**config.mk**
```make
export PLATFORM = sky130hd
export DESIGN_NAME = issue_dispatch
export DESIGN_NICKNAME = d
export VERILOG_FILES = /design/src/rtl/issue_dispatch.sv
export SDC_FILE = /design/constraint.sdc
export NUM_CORES = 1
export LEC_CHECK = 0
export ABC_AREA = 1
export BUFFER_PORTS_ARGS = -buffer_cell sky130_fd_sc_hd__buf_4
export CORE_MARGIN = 5
export CORE_UTILIZATION = 45
export CTS_CLUSTER_SIZE = 24
export DETAILED_ROUTE_END_ITERATION = 8
export PLACE_DENSITY = 0.79
export SYNTH_ARGS = -nofsm -noshare
export SYNTH_HDL_FRONTEND = slang
export SYNTH_SLANG_ARGS = --single-unit
export TNS_END_PERCENT = 1
```
**constraint.sdc**
```tcl
create_clock -name clk -period 3.4 [get_ports clk]
set_input_delay 0.51 -clock clk [delete_from_list [all_inputs] [get_ports clk]]
set_output_delay 0.51 -clock clk [all_outputs]
set_load 0.02 [all_outputs]
```
**src/rtl/issue_dispatch.sv**
```systemverilog
// Issue/dispatch stage: a one-entry instruction buffer with a small FSM.
// It classifies each accepted decode word, then presents the instruction to
// the ALU, load/store or CSR channel, waits for a fence to drain, or raises
// a synchronous trap.
module issue_dispatch (
   input  logic        clk,
   input  logic        rst_n,
   input  logic        in_valid,
   output logic        in_ready,
   input  logic [15:0] in_decode,
   input  logic [31:0] in_pc,
   input  logic [31:0] in_rs1,
   input  logic [31:0] in_rs2,
   input  logic [31:0] in_imm,
   input  logic [4:0]  in_rd,
   output logic        alu_valid,
   input  logic        alu_ready,
   output logic        ls_valid,
   input  logic        ls_ready,
   output logic        csr_valid,
   input  logic        csr_ready,
   output logic [9:0]  out_op,
   output logic [31:0] out_pc,
   output logic [31:0] out_a,
   output logic [31:0] out_b,
   output logic [31:0] out_imm,
   output logic [4:0]  out_rd,
   input  logic        ls_idle,
   input  logic        flush,
   output logic        trap_valid,
   output logic [3:0]  trap_cause,
   output logic [31:0] trap_pc,
   input  logic        trap_ack,
   output logic        fence_done
);

   typedef enum logic [1:0] {ST_IDLE, ST_HOLD, ST_FENCE_WAIT, ST_TRAP} state_t;

   state_t      r_state;
   logic        r_alu_valid, r_ls_valid, r_csr_valid;
   logic        r_trap_valid;
   logic [3:0]  r_trap_cause;
   logic [31:0] r_trap_pc;
   logic [9:0]  r_op;
   logic [31:0] r_pc, r_a, r_b, r_imm;
   logic [4:0]  r_rd;

   logic        w_hs, w_accept;
   logic        w_is_trap, w_is_fence, w_to_alu, w_to_ls, w_to_csr;
   logic [3:0]  w_cause;

   assign w_hs     = (r_alu_valid & alu_ready) | (r_ls_valid & ls_ready) | (r_csr_valid & csr_ready);
   assign in_ready = ~flush & ((r_state == ST_IDLE) | ((r_state == ST_HOLD) & w_hs));
   assign w_accept = in_valid & in_ready;

   // The pulse coincides with the cycle the load/store unit reports idle;
   // a flush in that same cycle discards the fence instead of retiring it.
   assign fence_done = (r_state == ST_FENCE_WAIT) & ls_idle & ~flush;

   assign alu_valid  = r_alu_valid;
   assign ls_valid   = r_ls_valid;
   assign csr_valid  = r_csr_valid;
   assign trap_valid = r_trap_valid;
   assign trap_cause = r_trap_cause;
   assign trap_pc    = r_trap_pc;
   assign out_op     = r_op;
   assign out_pc     = r_pc;
   assign out_a      = r_a;
   assign out_b      = r_b;
   assign out_imm    = r_imm;
   assign out_rd     = r_rd;

   // Classify the incoming decode word: illegal > ecall > ebreak > fence > csr > unit.
   always_comb begin
      w_is_trap  = 1'b0;
      w_is_fence = 1'b0;
      w_to_alu   = 1'b0;
      w_to_ls    = 1'b0;
      w_to_csr   = 1'b0;
      w_cause    = '0;
      if (in_decode[1]) begin
         w_is_trap = 1'b1;
         w_cause   = 4'd2;
      end else if (in_decode[3]) begin
         w_is_trap = 1'b1;
         w_cause   = 4'd11;
      end else if (in_decode[2]) begin
         w_is_trap = 1'b1;
         w_cause   = 4'd3;
      end else if (in_decode[4]) begin
         w_is_fence = 1'b1;
      end else if (in_decode[5]) begin
         w_to_csr = 1'b1;
      end else if (in_decode[15:14] == 2'd0) begin
         w_to_alu = 1'b1;
      end else if (in_decode[15:14] == 2'd1) begin
         w_to_ls = 1'b1;
      end else begin
         w_is_trap = 1'b1;
         w_cause   = 4'd2;
      end
   end

   // State, channel valids, trap registers and payload buffer.
   always_ff @(posedge clk or negedge rst_n) begin
      if (!rst_n) begin
         r_state      <= ST_IDLE;
         r_alu_valid  <= 1'b0;
         r_ls_valid   <= 1'b0;
         r_csr_valid  <= 1'b0;
         r_trap_valid <= 1'b0;
         r_trap_cause <= '0;
         r_trap_pc    <= '0;
         r_op         <= '0;
         r_pc         <= '0;
         r_a          <= '0;
         r_b          <= '0;
         r_imm        <= '0;
         r_rd         <= '0;
      end else if (flush) begin
         r_state      <= ST_IDLE;
         r_alu_valid  <= 1'b0;
         r_ls_valid   <= 1'b0;
         r_csr_valid  <= 1'b0;
         r_trap_valid <= 1'b0;
      end else if (w_accept) begin
         // unit[1] is dropped from out_op: ALU/LS instructions always have
         // unit 0 or 1, and for CSR the channel itself identifies the target.
         r_op         <= {in_decode[14], in_decode[13:11], in_decode[10:7], in_decode[6], in_decode[0]};
         r_pc         <= in_pc;
         r_a          <= in_rs1;
         r_b          <= in_rs2;
         r_imm        <= in_imm;
         r_rd         <= in_rd;
         r_alu_valid  <= w_to_alu;
         r_ls_valid   <= w_to_ls;
         r_csr_valid  <= w_to_csr;
         r_trap_valid <= w_is_trap;
         if (w_is_trap) begin
            r_trap_cause <= w_cause;
            r_trap_pc    <= in_pc;
            r_state      <= ST_TRAP;
         end else if (w_is_fence) begin
            r_state <= ST_FENCE_WAIT;
         end else begin
            r_state <= ST_HOLD;
         end
      end else begin
         case (r_state)
            ST_HOLD: begin
               if (w_hs) begin
                  r_state     <= ST_IDLE;
                  r_alu_valid <= 1'b0;
                  r_ls_valid  <= 1'b0;
                  r_csr_valid <= 1'b0;
               end
            end
            ST_FENCE_WAIT: begin
               if (ls_idle) r_state <= ST_IDLE;
            end
            ST_TRAP: begin
               if (trap_ack) begin
                  r_state      <= ST_IDLE;
                  r_trap_valid <= 1'b0;
               end
            end
            default: ;
         endcase
      end
   end

endmodule

```
==> impl_metrics.yaml, run 1 <==
outcome:
  status: "finished, final reports clean"
power:
  peakVddDrop_mv: 0.414
  powerDensity_nw_per_um2: 756
  p_leak_nw: 5.89
  power_w: 0.00789
cts:
  cts_resized: 0
  numCtsBuffers: 17
  post_cts_buffers: 0
  htreeDepth: 4
  cts.sinks: 184
  clock_path_buffers: 2
  cts_tree: "yes"
  cts.reportedPaths.clkPinSlew_ps: 70
  clock_latency_ps: 420
  hold_buffers: 0
  cts_root_buf: "clkbuf_16"
sta:
  rsz0062_at_grt: "no"
  finClkSkew_ps: 9.15
  worst_pin_slew_ps: 692
  relSlewSlack_pct: 53.9
  hold_viol: 0
  fin_crit_ps: 2130
  min_period_over_period_pct: 62.5
  tns_ps: 0
  setup_viol: 0
  max_freq_mhz: 470
  drv_slew: 0
logic_synthesis:
  synth-seq-cells: 184
  synth_mux_area_share_pct: 0
  synth_nets: 946
  synth_compound_area_share_pct: 5.60
  syn_area_um2: 7230
  ys_types: 28
  ys_warn_count: 0
  synth-xor-area-share_pct: 0
  synth_top_family_by_area: "simple AND/OR/NAND/NOR gates"
  synthAdderAreaFrac_pct: 0.692
  avgSynthCellArea_um2: 9.23
  synthSimpleGateAreaFrac_pct: 23.3
  yosysSeqAreaShare_pct: 63.7
  synthCells: 784
placement:
  gp_congestion: 0.807
  numPortBuffers: 341
  dpl.hpwl_um: 15400
routing:
  post_drt_wl_per_cell_um: 15.6
  vias: 6190
  routed_via_density: 4.61
  drtIter0Drc: 360
  drc: 0
  dr.pass1.iters: 5
  routed_wl_um: 20900
  route.antenna.remaining_nets: 0
floorplan:
  start_util_pct: 45.7
  die_y_um: 137
  die-area_um2: 18700
  num_rows: 46
  die_w_um: 137
  core_um2: 15800
  ios: 343
cells_and_area:
  nNetsFinal: 1275
  n_antenna_cell: 0
  drive_above_1_share_pct: 34.5
  area_delta_synth_final_pct: 44.2
critical_path:
  cp.required_ps: 2890
  cp_max_fo: 5
  worstSetupStartpointType: "register"
  r2r_end: "trap_pc[25]"
  crit_arrival_ps: 1620
  worst-setup-path-type: "reg2out"
  end_kind: "output pin"
  r2r-start: "r_state[0]"
  rrSetupSlack_ps: 1360
  r2r_cells: 7
global_route:
  grt_usage_pct: 21.8
  grt-ovfl-total: 0
  antenna_found_initial: 0
  grt_pass1_wl_um: 31600
  grt_max_degree: 113
  grt_pass1_vias: 5995
worst_hold_path:
  min_path_type: "in2async"
run:
  maxCapViolCount: 0
## report_power, final
part / total, W / switching (W) / leakage (nW) / internal (W)
logic: 0.00278 / 0.00164 / 3.31 / 0.00115
registers: 0.00315 / 0.000346 / 2.29 / 0.00280
clock network: 0.00196 / 0.000847 / 0.285 / 0.00111
## synth_stat cells
| cell type | count | share of area, % |
|---|---|---|
| a21oi_4 | 1 | 0.22 |
| nor2_2 | 1 | 0.087 |
| nand2_2 | 2 | 0.17 |
| buf_6 | 19 | 3.0 |
| nand2_4 | 1 | 0.16 |
| buf_2 | 8 | 0.55 |
| nor2_1 | 2 | 0.10 |
| nand3_2 | 1 | 0.14 |
| nand4_2 | 1 | 0.17 |
| dfrtp_1 | 184 | 64 |
| inv_1 | 45 | 2.3 |
| a22oi_1 | 1 | 0.10 |
| o21ai_0 | 58 | 4.0 |
| a21oi_1 | 1 | 0.069 |
| o2111ai_1 | 3 | 0.36 |
| nand3b_1 | 1 | 0.10 |
| inv_2 | 1 | 0.052 |
| clkbuf_1 | 7 | 0.36 |
| o21ai_1 | 12 | 0.83 |
| nand2_1 | 416 | 22 |
| nor3_1 | 1 | 0.069 |
| conb_1 | 1 | 0.052 |
| nand3_1 | 5 | 0.35 |
| ha_1 | 4 | 0.69 |
| buf_4 | 4 | 0.42 |
| nand4_1 | 2 | 0.17 |
| buf_1 | 1 | 0.052 |
| nor2_4 | 1 | 0.16 |
## sequential cells by signal, summed over array words and instances (netlist names), 2 cells and up
signal	cells
out_a	32
out_b	32
out_imm	32
out_pc	32
r_state	2
out_rd	5
trap_cause	3
trap_pc	32
out_op	10
## metal layers
metal,vias to the layer above,wire length (µm),GRT usage [%]
met5,-,0,0
met4,0,477,7.32
met3,37,2100,7.57
met2,247,10300,35.8
met1,2846,8090,27.0
li1,3060,-,-
## stage by stage
step                      std cells  hold WS (ps)  util (%)  worst slack, ps  area (µm²)
after floorplan                 784           214         -             1790        7230
after global placement         1310           454      62.2             1380        9840
after detailed placement       1310           459      62.2             1270        9840
after CTS                      1342          77.0      65.9             1270       10400
after global routing           1342          95.3      65.9             1170       10400
final                          1342          68.0      65.9             1270       10400
## worst max-delay path by stage
| stage | start | end | depth (start not counted) |
|---|---|---|---|
| final | r_state[0] | in_ready | 5 |
| after global routing | r_state[0] | fence_done | 5 |
| after CTS | r_state[0] | in_ready | 5 |
| after detailed placement | in_decode[3] | trap_pc[25] | 8 |
| after global placement | ls_ready | r_state[1] | 10 |
| after floorplan | r_state[1] | out_a[21] | 9 |
## layout make-up
| class | instances | area, µm² |
|---|---|---|
| fillers | 1288 | 5400 |
| repair buffers | 349 | 2650 |
| multi-input cells | 515 | 2150 |
| well taps | 216 | 270 |
| clock inverters | 13 | 143 |
| clock buffers | 19 | 443 |
| flip-flops and latches | 184 | 4600 |
| inverters | 46 | 173 |
## placed cells by master (no fill, tap or decap), types with 2 or more instances in the layout
master,Yosys,routed
inv_6,0,4
nand2_4,1,2
clkinv_4,0,2
clkbuf_16,0,17
clkinvlp_4,0,2
inv_1,45,45
o2111ai_1,3,3
bufinv_16,0,2
clkinv_2,0,3
nand4_1,2,2
o21ai_0,58,58
buf_4,4,346
o21ai_1,12,12
ha_1,4,4
dfrtp_1,184,184
nand2_1,416,416
nor2_1,2,2
nand3_1,5,5
buf_12,0,2
## logic make-up after synthesis
group                      after synthesis
buffers and inverters                   85
and+or+nand+nor                        434
other                                    1
DFF                                    184
AOI/OAI and AO/OA                       76
adders and majority gates                4
## critical path, stage by stage, from the launching register on
cell and delay (ps):
dfrtp_1 420, inv_1 100, ha_1 150, inv_1 110, a21oi_4 220, buf_4 190
(Power assumes the default switching activity.)
==> run 2, diff against run 1 <==
--- a/config.mk
+++ b/config.mk
@@ -5,13 +5,13 @@
 export SDC_FILE = /design/constraint.sdc
 export NUM_CORES = 1
 export LEC_CHECK = 0
-export ABC_AREA = 1
+export ABC_AREA = 0
 export BUFFER_PORTS_ARGS = -buffer_cell sky130_fd_sc_hd__buf_4
 export CORE_MARGIN = 5
 export CORE_UTILIZATION = 45
 export CTS_CLUSTER_SIZE = 24
 export DETAILED_ROUTE_END_ITERATION = 8
-export PLACE_DENSITY = 0.79
+export PLACE_DENSITY = 0.78
 export SYNTH_ARGS = -nofsm -noshare
 export SYNTH_HDL_FRONTEND = slang
 export SYNTH_SLANG_ARGS = --single-unit
==> constraint.sdc (replaced) <==
create_clock -name clk -period 2.2 [get_ports clk]
set_input_delay 0.33 -clock clk [delete_from_list [all_inputs] [get_ports clk]]
set_output_delay 0.33 -clock clk [all_outputs]
set_load 0.02 [all_outputs]
==> run 2 against run 1 <==
  * Clock power is 51% higher
  * Sequential share of layout area is 2.4 points lower
  * Die area is 2.2% higher
  * Critical endpoint is now trap_pc[29]
  * Core utilization is 3.1 points higher
  * Largest cell class unchanged
  * Cell count is 24% lower
  * Largest power group is now combinational logic
  * Synthesized cell count is 45% lower
  * Clock-buffer cell count is 4 higher
  * Global-route usage is 0.88 points lower
==> impl_metrics.yaml, run 2 <==
placement:
  numPortBuffers: 341
  gp_congestion: 0.829
  dpl.hpwl_um: 15700
  dp_slack_ps: 19.1
power:
  clkPwrFrac_pct: 16.5
  p_int_w: 0.0114
  switching_power_w: 0.00652
  p_leak_nw: 5.58
  peakVddDrop_mv: 0.901
  powerDensity_nw_per_um2: 1620
  comb_power_share_pct: 49.5
  pwr-share-seq_pct: 34.0
  switching_share_pct: 36.4
  power_w: 0.0179
cells_and_area:
  drive_above_1_share_pct: 71.5
  area_delta_synth_final_pct: 49.0
  n_antenna_cell: 0
  layout_commonest_cell: "buf_4"
  nNetsFinal: 956
  final_cell_mix: "buf_4 (350), dfrtp_1 (184), mux2_2 (100), mux2_4 (71), clkbuf_16 (20)"
floorplan:
  start_util_pct: 46.3
  die-area_um2: 19100
  die_y_um: 138
  core_um2: 16000
  ios: 343
  die_w_um: 138
  num_rows: 46
sta:
  worst_pin_slew_ps: 580
  worst_slack_ps: 41.6
  drv_slew: 0
  relSlewSlack_pct: 61.3
  setup_viol: 0
  fin_crit_ps: 2160
  hold_viol: 0
  max_freq_mhz: 463
  tns_ps: 0
  finClkSkew_ps: 8.18
  min_period_over_period_pct: 98.1
cts:
  cts_root_buf: "clkbuf_16"
  cts.sinks: 184
  htreeDepth: 4
  clock_path_buffers: 2
  clock_latency_ps: 410
  cts_tree: "yes"
  cts.reportedPaths.clkPinSlew_ps: 70
  numCtsBuffers: 17
critical_path:
  crit_arrival_ps: 2460
  worstSetupStartpointType: "register"
  worst-setup-path-type: "reg2reg"
  cp_max_fo: 10
  end_kind: "register"
  cp.required_ps: 2500
global_route:
  grt_pass1_wl_um: 31800
  antenna_found_initial: 0
  grt_usage_pct: 20.9
  grt_max_degree: 74
  grt_pass1_vias: 5589
  grt-ovfl-total: 0
logic_synthesis:
  synth_top_area_share_pct: 62.2
  avgSynthCellArea_um2: 17.2
  yosys-top-cells-count: "dfrtp_1 (184), mux2_2 (100), mux2_4 (71)"
  synth-edff-count: 0
  synth_most_common_cell: "dfrtp_1"
  yosysSeqAreaShare_pct: 62.2
  syn_area_um2: 7400
  ys_types: 33
  yosys.area.top_type: "dfrtp_1"
  ys_warn_count: 0
  synth_nets: 592
  async_flop_share_pct: 100
  synthCells: 430
  synth_ff_type: "dfrtp_1"
  synth-seq-cells: 184
  synth.top_cells.by_area: "dfrtp_1 (62%), mux2_2 (15%), mux2_4 (14%), buf_6 (2.0%), ha_1 (0.68%)"
routing:
  route.antenna.remaining_nets: 0
  drtIter0Drc: 138
  dr.pass1.iters: 4
  routed_via_density: 4.91
  routed_wl_um: 20700
  vias: 5024
  drc: 0
  post_drt_wl_per_cell_um: 20.3
outcome:
  status: "finished, final reports clean"
worst_hold_path:
  min_path_type: "in2reg"
run:
  maxCapViolCount: 0
## run 2: path summary, 6_finish.rpt
path | from | end | slack, ps | cells past startpoint
max | r_state[0] | trap_pc[29] | 40 | 8
min | in_decode[1] | trap_cause[0] | 120 | 2
max reg2reg | r_state[0] | trap_pc[29] | 40 | 8
min reg2reg | trap_cause[1] | trap_cause[1] | 470 | 1
max in group asynchronous | rst_n | out_a[6] | 1080 | 3
min in group asynchronous | rst_n | out_op[0] | 460 | 2
## run 2: layout make-up
cell class | instances | area, µm²
inverters | 10 | 37.5
multi-input cells | 215 | 2600
clock inverters | 9 | 90.1
repair buffers | 366 | 2940
flip-flops and latches | 184 | 4600
clock buffers | 23 | 488
fillers | 1109 | 4970
well taps | 216 | 270
## run 2: critical path, stage by stage, from the launching register on
cell	delay [ps]
dfrtp_1	420
buf_4	150
ha_4	140
nor2_1	50
a2111o_2	530
nor2_8	150
buf_4	130
buf_12	130
mux2_2	340
## run 2: what timing repair did
action	4_1_cts	5_1_grt
endpoints found under the hold margin	52	0
resized for setup	0	10
setup buffers	0	9
hold buffers	1	0
endpoints found under the setup margin	0	171
## run 2: power by group through the flow
stage | logic [W] | clock network (W) | registers, W
finish | 0.00886 | 0.00296 | 0.00609
global route | 0.00932 | 0.00318 | 0.00628
CTS | 0.00876 | 0.00304 | 0.00609
detailed placement | 0.00874 | 0 | 0.00612
global placement | 0.00854 | 0 | 0.00602
floorplan | 0.00292 | 0 | 0.00805
## run 2: layer usage
| layer | wire (µm) | track usage (%) | part of all wire (%) | vias up |
|---|---|---|---|---|
| met1 | 7750 | 23.8 | 37 | 2530 |
| li1 | - | - | - | 2246 |
| met5 | 0 | 0 | 0 | - |
| met3 | 1680 | 7.52 | 8.1 | 27 |
| met4 | 431 | 6.55 | 2.1 | 0 |
| met2 | 10900 | 36.9 | 52 | 221 |
## run 2: stage by stage
step	instances	util (%)	area, µm²	hold slack (ps)
final	1023	68.9	11000	120
after CTS	1011	67.8	10900	101
after global placement	978	64.1	10300	339
after floorplan	430	-	7400	34.4
after detailed placement	978	64.1	10300	349
after global routing	1023	68.9	11000	110
## run 2: kinds of logic after synthesis
family / after synthesis / share of synthesized area [%]
and+or+nand+nor: 15 / 1.49
muxes: 174 / 30.1
AOI/OAI and AO/OA: 21 / 2.45
other: 1 / 0.0507
DFF: 184 / 62.2
buffers and inverters: 31 / 3.06
adders and majority gates: 4 / 0.676
